$ cat config.mk
export PLATFORM = sky130hd
export DESIGN_NAME = fright_mode_ctrl_flat
export DESIGN_NICKNAME = d
export VERILOG_FILES = /design/src/rtl/fright_mode_ctrl_if.sv /design/src/rtl/fright_mode_ctrl.sv /design/src/flat_wrapper.sv
export SDC_FILE = /design/constraint.sdc
export NUM_CORES = 1
export LEC_CHECK = 0
export CAP_MARGIN = 20
export CORE_MARGIN = 10
export CORE_UTILIZATION = 49
export CTS_CLUSTER_SIZE = 40
export DETAILED_ROUTE_END_ITERATION = 7
export PLACE_DENSITY = 0.81
export SYNTH_ARGS = -nofsm -noshare
export SYNTH_HDL_FRONTEND = slang
export SYNTH_SLANG_ARGS = --single-unit
$ cat constraint.sdc
create_clock -name Clk -period 3.2 [get_ports Clk]
set_clock_uncertainty 0.15 [all_clocks]
set_input_delay 0.48 -clock Clk [delete_from_list [all_inputs] [get_ports Clk]]
set_output_delay 0.48 -clock Clk [all_outputs]
set_load 0.02 [all_outputs]
$ cat src/rtl/fright_mode_ctrl_if.sv
// Bundle between the pellet/points stage, the ghost FSMs, the score adder and
// fright_mode_ctrl. The master side drives the game events; the slave side
// (fright_mode_ctrl) drives the fright status and the capture bonus.
interface fright_mode_ctrl_if #(
  parameter int NUM_GHOSTS = 4
) ();
  logic                  ate_pellet;
  logic                  new_map;
  logic                  hard_reset;
  logic [NUM_GHOSTS-1:0] ghost_caught;
  logic [NUM_GHOSTS-1:0] ghost_home;
  logic                  frightened;
  logic                  flash;
  logic [NUM_GHOSTS-1:0] fright_mask;
  logic [NUM_GHOSTS-1:0] ghost_eaten;
  logic                  bonus_valid;
  logic [11:0]           bonus_points;
  logic [9:0]            frames_left;
  logic [19:0]           bonus_total;

  modport master (
    output ate_pellet, new_map, hard_reset, ghost_caught, ghost_home,
    input  frightened, flash, fright_mask, ghost_eaten, bonus_valid,
           bonus_points, frames_left, bonus_total
  );

  modport slave (
    input  ate_pellet, new_map, hard_reset, ghost_caught, ghost_home,
    output frightened, flash, fright_mask, ghost_eaten, bonus_valid,
           bonus_points, frames_left, bonus_total
  );
endinterface

$ cat src/rtl/fright_mode_ctrl.sv
// Ghost frightened-mode controller: fright timer, end-of-fright flash and
// doubling capture bonus (200/400/800/1600, saturating).
// Optional macro FRIGHT_SCORE_ACC_EN: when defined, bonus_total accumulates
// every paid bonus (saturating); otherwise bonus_total is tied to 0.
module fright_mode_ctrl #(
  parameter int FRIGHT_FRAMES = 360,
  parameter int FLASH_FRAMES  = 120,
  parameter int FLASH_PERIOD  = 8,
  parameter int NUM_GHOSTS    = 4,
  parameter int BASE_BONUS    = 200
) (
  input logic               Clk,
  input logic               Reset,
  input logic               frame_clk,
  fright_mode_ctrl_if.slave bus
);
  typedef enum logic [1:0] {IDLE, FRIGHT, FLASH} state_t;

  state_t                state_q, state_d;
  logic [2:0]            fc_sync;
  logic                  frame_tick;
  logic [1:0]            ap_sync;
  logic                  pel_ev, clear, active;
  logic [NUM_GHOSTS-1:0] eaten_q, mask, hits, pick;
  logic                  cap, tick_live, enter_flash, end_fright, fc_wrap;
  logic [9:0]            frames_q, dec, fcnt_q, fcnt_inc;
  logic [1:0]            combo_q;
  logic                  flash_q, bvalid_q;
  logic [11:0]           bpoints_q;

  // frame_clk crosses into Clk through two flops; the third flop gives the
  // edge, and the tick is registered so it is one clean Clk pulse.
  always_ff @(posedge Clk or negedge Reset) begin
    if (!Reset) begin
      fc_sync    <= '0;
      frame_tick <= 1'b0;
    end else begin
      fc_sync    <= {fc_sync[1:0], frame_clk};
      frame_tick <= fc_sync[1] & ~fc_sync[2];
    end
  end

  // ate_pellet is a level; only its rising edge reloads fright.
  always_ff @(posedge Clk or negedge Reset) begin
    if (!Reset) ap_sync <= '0;
    else        ap_sync <= {ap_sync[0], bus.ate_pellet};
  end

  assign pel_ev   = ap_sync[0] & ~ap_sync[1];
  assign clear    = bus.hard_reset | bus.new_map;
  assign active   = (state_q != IDLE);
  assign mask     = active ? ~eaten_q : '0;
  assign hits     = bus.ghost_caught & mask;
  // Isolate the lowest set hit; the rest wait for later cycles.
  assign pick     = hits & (~hits + NUM_GHOSTS'(1));
  assign cap      = (|hits) & ~clear & ~pel_ev;
  assign dec      = frames_q - 10'd1;
  assign tick_live   = frame_tick & ~clear & ~pel_ev & active;
  assign enter_flash = tick_live & (state_q == FRIGHT) & (dec == 10'(FLASH_FRAMES));
  assign end_fright  = tick_live & (state_q == FLASH) & (dec == 10'd0);
  assign fcnt_inc    = fcnt_q + 10'd1;
  assign fc_wrap     = (fcnt_inc == 10'(FLASH_PERIOD));

  // FSM state register.
  always_ff @(posedge Clk or negedge Reset) begin
    if (!Reset) state_q <= IDLE;
    else        state_q <= state_d;
  end

  // FSM next state: clear > pellet > timer transitions.
  always_comb begin
    state_d = state_q;
    if (clear)            state_d = IDLE;
    else if (pel_ev)      state_d = FRIGHT;
    else if (enter_flash) state_d = FLASH;
    else if (end_fright)  state_d = IDLE;
  end

  // FSM outputs.
  always_comb begin
    bus.frightened  = active;
    bus.fright_mask = mask;
  end

  // Timer, flash, combo, eaten set and bonus pulse. Later assignments
  // override earlier ones, which encodes the per-cycle priority; a capture on
  // the tick that ends fright is still paid, then the combo clears.
  always_ff @(posedge Clk or negedge Reset) begin
    if (!Reset) begin
      frames_q  <= '0;
      fcnt_q    <= '0;
      combo_q   <= '0;
      flash_q   <= 1'b0;
      eaten_q   <= '0;
      bvalid_q  <= 1'b0;
      bpoints_q <= '0;
    end else begin
      bvalid_q  <= cap;
      bpoints_q <= cap ? (12'(BASE_BONUS) << combo_q) : 12'd0;
      eaten_q   <= (eaten_q & ~bus.ghost_home) | (cap ? pick : '0);
      if (cap) combo_q <= (combo_q == 2'd3) ? 2'd3 : combo_q + 2'd1;
      if (clear) begin
        frames_q <= '0;
        combo_q  <= '0;
        eaten_q  <= '0;
        flash_q  <= 1'b0;
        fcnt_q   <= '0;
      end else if (pel_ev) begin
        frames_q <= 10'(FRIGHT_FRAMES);
        combo_q  <= '0;
        flash_q  <= 1'b0;
        fcnt_q   <= '0;
      end else if (tick_live) begin
        frames_q <= dec;
        if (state_q == FRIGHT) begin
          if (enter_flash) begin
            flash_q <= 1'b1;
            fcnt_q  <= '0;
          end
        end else begin
          fcnt_q <= fc_wrap ? 10'd0 : fcnt_inc;
          if (fc_wrap) flash_q <= ~flash_q;
          if (end_fright) begin
            flash_q <= 1'b0;
            combo_q <= '0;
          end
        end
      end
    end
  end

  assign bus.flash        = flash_q;
  assign bus.ghost_eaten  = eaten_q;
  assign bus.bonus_valid  = bvalid_q;
  assign bus.bonus_points = bpoints_q;
  assign bus.frames_left  = frames_q;

`ifdef FRIGHT_SCORE_ACC_EN
  logic [19:0] total_q;
  logic [20:0] acc_sum;
  assign acc_sum = {1'b0, total_q} + 21'(bpoints_q);

  // Running capture score, saturating; new_map leaves it alone.
  always_ff @(posedge Clk or negedge Reset) begin
    if (!Reset)              total_q <= '0;
    else if (bus.hard_reset) total_q <= '0;
    else if (bvalid_q)       total_q <= acc_sum[20] ? 20'hFFFFF : acc_sum[19:0];
  end
  assign bus.bonus_total = total_q;
`else
  assign bus.bonus_total = 20'd0;
`endif
endmodule

$ cat src/flat_wrapper.sv
// flat-port wrapper written by rule: the top's interface ports become plain ports
module fright_mode_ctrl_flat 
#(
  parameter int FRIGHT_FRAMES = 360,
  parameter int FLASH_FRAMES  = 120,
  parameter int FLASH_PERIOD  = 8,
  parameter int NUM_GHOSTS    = 4,
  parameter int BASE_BONUS    = 200
)
  (Clk, Reset, frame_clk, bus_ate_pellet, bus_new_map, bus_hard_reset, bus_ghost_caught, bus_ghost_home, bus_frightened, bus_flash, bus_fright_mask, bus_ghost_eaten, bus_bonus_valid, bus_bonus_points, bus_frames_left, bus_bonus_total);
  fright_mode_ctrl_if #(.NUM_GHOSTS(NUM_GHOSTS)) bus_i ();
  input logic Clk;
  input logic Reset;
  input logic frame_clk;
  input wire logic [$bits(bus_i.ate_pellet)-1:0] bus_ate_pellet;
  input wire logic [$bits(bus_i.new_map)-1:0] bus_new_map;
  input wire logic [$bits(bus_i.hard_reset)-1:0] bus_hard_reset;
  input wire logic [$bits(bus_i.ghost_caught)-1:0] bus_ghost_caught;
  input wire logic [$bits(bus_i.ghost_home)-1:0] bus_ghost_home;
  output wire logic [$bits(bus_i.frightened)-1:0] bus_frightened;
  output wire logic [$bits(bus_i.flash)-1:0] bus_flash;
  output wire logic [$bits(bus_i.fright_mask)-1:0] bus_fright_mask;
  output wire logic [$bits(bus_i.ghost_eaten)-1:0] bus_ghost_eaten;
  output wire logic [$bits(bus_i.bonus_valid)-1:0] bus_bonus_valid;
  output wire logic [$bits(bus_i.bonus_points)-1:0] bus_bonus_points;
  output wire logic [$bits(bus_i.frames_left)-1:0] bus_frames_left;
  output wire logic [$bits(bus_i.bonus_total)-1:0] bus_bonus_total;
  assign bus_i.ate_pellet = bus_ate_pellet;
  assign bus_i.new_map = bus_new_map;
  assign bus_i.hard_reset = bus_hard_reset;
  assign bus_i.ghost_caught = bus_ghost_caught;
  assign bus_i.ghost_home = bus_ghost_home;
  assign bus_frightened = bus_i.frightened;
  assign bus_flash = bus_i.flash;
  assign bus_fright_mask = bus_i.fright_mask;
  assign bus_ghost_eaten = bus_i.ghost_eaten;
  assign bus_bonus_valid = bus_i.bonus_valid;
  assign bus_bonus_points = bus_i.bonus_points;
  assign bus_frames_left = bus_i.frames_left;
  assign bus_bonus_total = bus_i.bonus_total;
  fright_mode_ctrl #(.FRIGHT_FRAMES(FRIGHT_FRAMES), .FLASH_FRAMES(FLASH_FRAMES), .FLASH_PERIOD(FLASH_PERIOD), .NUM_GHOSTS(NUM_GHOSTS), .BASE_BONUS(BASE_BONUS)) u_core (.Clk(Clk), .Reset(Reset), .frame_clk(frame_clk), .bus(bus_i));
endmodule
==> impl_metrics.tcl, run 1 <==
set metrics [dict create \
    status "completed" \
    period_needed_ps 2910 \
    clock_sinks 44 \
    fin_setup_tns_ps 0 \
    ctsResizeCount 0 \
    cts_hold_buf 0 \
    hold_ws_ps 164 \
    finalSetupViolCount 0 \
    crit_path_start_kind "flip-flop" \
    crit_required_ps 3220 \
    grt_max_degree 45 \
    hpwlAfterDp_um 4310 \
    cts_max_level 2 \
    grt_pass1_wl_um 9880 \
    dr_total_vias 2064 \
    leakage_uw 0.00135 \
    synth-seq-area-share_pct 44.1 \
    instances_no_fill 389 \
    firstDrtPassIters 4 \
    crit_type "reg -> reg" \
    fp-row-count 25 \
    final_cell_mix "dfrtp_1 (44), clkdlybuf4s50_1 (41), nor2_1 (29)" \
    yosys_most_used_dff "dfrtp_1" \
    ys_types 41 \
    grt_use_total_pct 13.8 \
    finalHoldViolations 0 \
    globalplace.congestion 0.882 \
    cap_violations 0 \
    yosysTopAreaCellShare_pct 44.1 \
    min_period_over_period_pct 91.0 \
    cts_setup_buffers 0 \
    clock.fmax_ghz 0.343 \
    io_pins 67 \
    clk_latency_ps 300 \
    worstMarginPinSlew_ps 949 \
    cts_buffers 5 \
    clkSlewWorstSetupHoldPaths_ps 90 \
    drive_gt1_share_pct 4.66 \
    io_buffers 42 \
    crit_fanout 10 \
    rsz0062_at_grt "no" \
    endpoint_kind "flip-flop" \
    diodes 0 \
    hold_class "in -> async" \
    cts_buffer_depth 2 \
    rrSetupSlack_ps 290 \
    wire_per_inst_um 14.6 \
    die_area_sq_mm 0.00835 \
    routed_wl_um 5670 \
    synthArstFlopShare_pct 100 \
    final_common_cell "dfrtp_1" \
    die_h_um 91.4 \
    cts_root_buffer "clkbuf_8" \
    drc_errors 0 \
    drtAntennaViolNets 0 \
    via_per_inst 5.31 \
    slew_violations 0 \
    dp_cells 381 \
    slew_headroom_pct 36.8 \
    cts_tree "built" \
    grt_antenna_before_repair 0 \
    p_per_area_mw_per_mm2 379 \
    worstPathArrival_ps 2930 \
    syn_area_per_cell_sq_um 8.95 \
    overflow 0 \
    drt_iter0_markers 145 \
    syn_inst 279 \
    grt_pass1_vias 2135 \
    nets 344 \
    initial_utilization_pct 51.8 \
    yosysWarnings 0 \
    synth.largest_area_cell "dfrtp_1" \
    synth_area_sq_mm 0.00250 \
    ys_seq_elements 44 \
    ys_top_cells_by_area "dfrtp_1 (44%), buf_4 (7.5%), ha_1 (4.5%)" \
    coreArea_sq_mm 0.00482 \
    syn_to_final_growth_pct 20.5 \
    synth_edf_count 0 \
    ir_worst_vdd_v 0.000245 \
    die_w_um 91.4 \
]
==> power breakdown <==
part,switching (uW),internal [uW]
clock network,207,235
registers,7.84,563
logic,83.8,43.9
==> cell usage after synthesis, types with 2 or more instances <==
cell,instances
o211ai_1,2
o31ai_1,2
xnor2_1,10
buf_4,25
and2_1,2
clkbuf_1,8
or4_1,4
a211oi_1,3
a31oi_1,6
or3_1,10
ha_1,9
nand2b_1,9
nand2_1,18
nor4_1,4
nor3_1,8
dfrtp_1,44
a21oi_1,20
nand4_1,5
nand3_1,9
nor2_1,29
inv_1,13
and3_1,10
nor2b_1,6
o21ai_0,6
==> critical path, cell delays in order, from the launching register on <==
cell and delay (ps):
dfrtp_1 490, or3_1 390, or3_1 370, a2111o_1 420, a211o_1 270, a21oi_1 180
nand2b_1 380, a31oi_1 140
==> through the flow <==
stage	util [%]	total power [uW]	worst slack [ps]	cell area (sq um)
after floorplan	-	679	478	2580
after global placement	60.1	707	404	2890
after detailed placement	60.1	708	320	2890
after CTS	62.4	1150	310	3010
after global routing	62.4	1180	120	3010
final	62.4	1140	289	3010
==> sequential cells by signal (all words and copies together), names as in the netlist <==
name,count
u_core.ap_sync,2
u_core.bus.bonus_points,8
u_core.bus.bonus_valid,1
u_core.bus.flash,1
u_core.bus.frames_left,10
u_core.bus.ghost_eaten,4
u_core.combo_q,2
u_core.fc_sync,3
u_core.fcnt_q,10
u_core.frame_tick,1
u_core.state_q,2
==> layer usage <==
layer	global-route usage (%)	share of wire (%)	wire length, um	vias to the layer above
li1	-	-	-	1004
met1	16.2	44	2490	983
met2	22.7	48	2700	67
met3	5.02	7.5	424	10
met4	4.70	1.1	65	0
met5	0	0	0	-
==> final timing paths <==
kind	startpoint	to	depth (start not counted)
max in group asynchronous	Reset	u_core.bus.bonus_points[8]$_DFF_PN0_	1
min in group Clk	u_core.fc_sync[0]$_DFF_PN0_	u_core.fc_sync[1]$_DFF_PN0_	0
max reg2reg	u_core.bus.frames_left[5]$_DFFE_PN0P_	u_core.fcnt_q[5]$_DFFE_PN0P_	7
min	Reset	u_core.bus.ghost_eaten[1]$_DFF_PN0_	1
min reg2reg	u_core.fc_sync[0]$_DFF_PN0_	u_core.fc_sync[1]$_DFF_PN0_	0
max	u_core.bus.frames_left[5]$_DFFE_PN0P_	u_core.fcnt_q[5]$_DFFE_PN0P_	7
==> cell type report <==
cell class	instances	area [sq um]
inverters	13	48.8
repair buffers	47	453
multi-input cells	210	1210
fillers	414	1810
clock inverters	3	46.3
flip-flops and latches	44	1100
clock buffers	5	68.8
well taps	67	83.8
==> logic make-up (layout without fill, tap and decap cells) <==
family | count (synthesis) | after routing | synth area share [%]
AO/OA/AOI/OAI | 47 | 47 | 11.6
XOR/XNOR | 11 | 11 | 3.86
adder cells (fa/ha/maj) | 9 | 9 | 4.51
buffers and inverters | 48 | 68 | 11.0
flip-flops | 44 | 44 | 44.1
multiplexers | 1 | 1 | 0.401
other | 1 | 24 | 0.150
AND/OR/NAND/NOR | 118 | 118 | 24.4
No activity file was read; power rests on OpenSTA's default activity.
==> inputs of run 2 (changes only) <==
--- a/config.mk
+++ b/config.mk
@@ -5,6 +5,7 @@
 export SDC_FILE = /design/constraint.sdc
 export NUM_CORES = 1
 export LEC_CHECK = 0
+export ABC_CLOCK_PERIOD_IN_PS = 3200
 export CAP_MARGIN = 20
 export CORE_MARGIN = 10
 export CORE_UTILIZATION = 49
==> results of run 2 <==
The final DEF is identical to that of run 1; final timing and power are the same.
==> inputs of run 3 (changes only) <==
--- a/config.mk
+++ b/config.mk
@@ -15,3 +15,4 @@
 export SYNTH_ARGS = -nofsm -noshare
 export SYNTH_HDL_FRONTEND = slang
 export SYNTH_SLANG_ARGS = --single-unit
+export TNS_END_PERCENT = 30
==> results of run 3 <==
The final DEF is identical to that of run 1; final timing and power are the same.
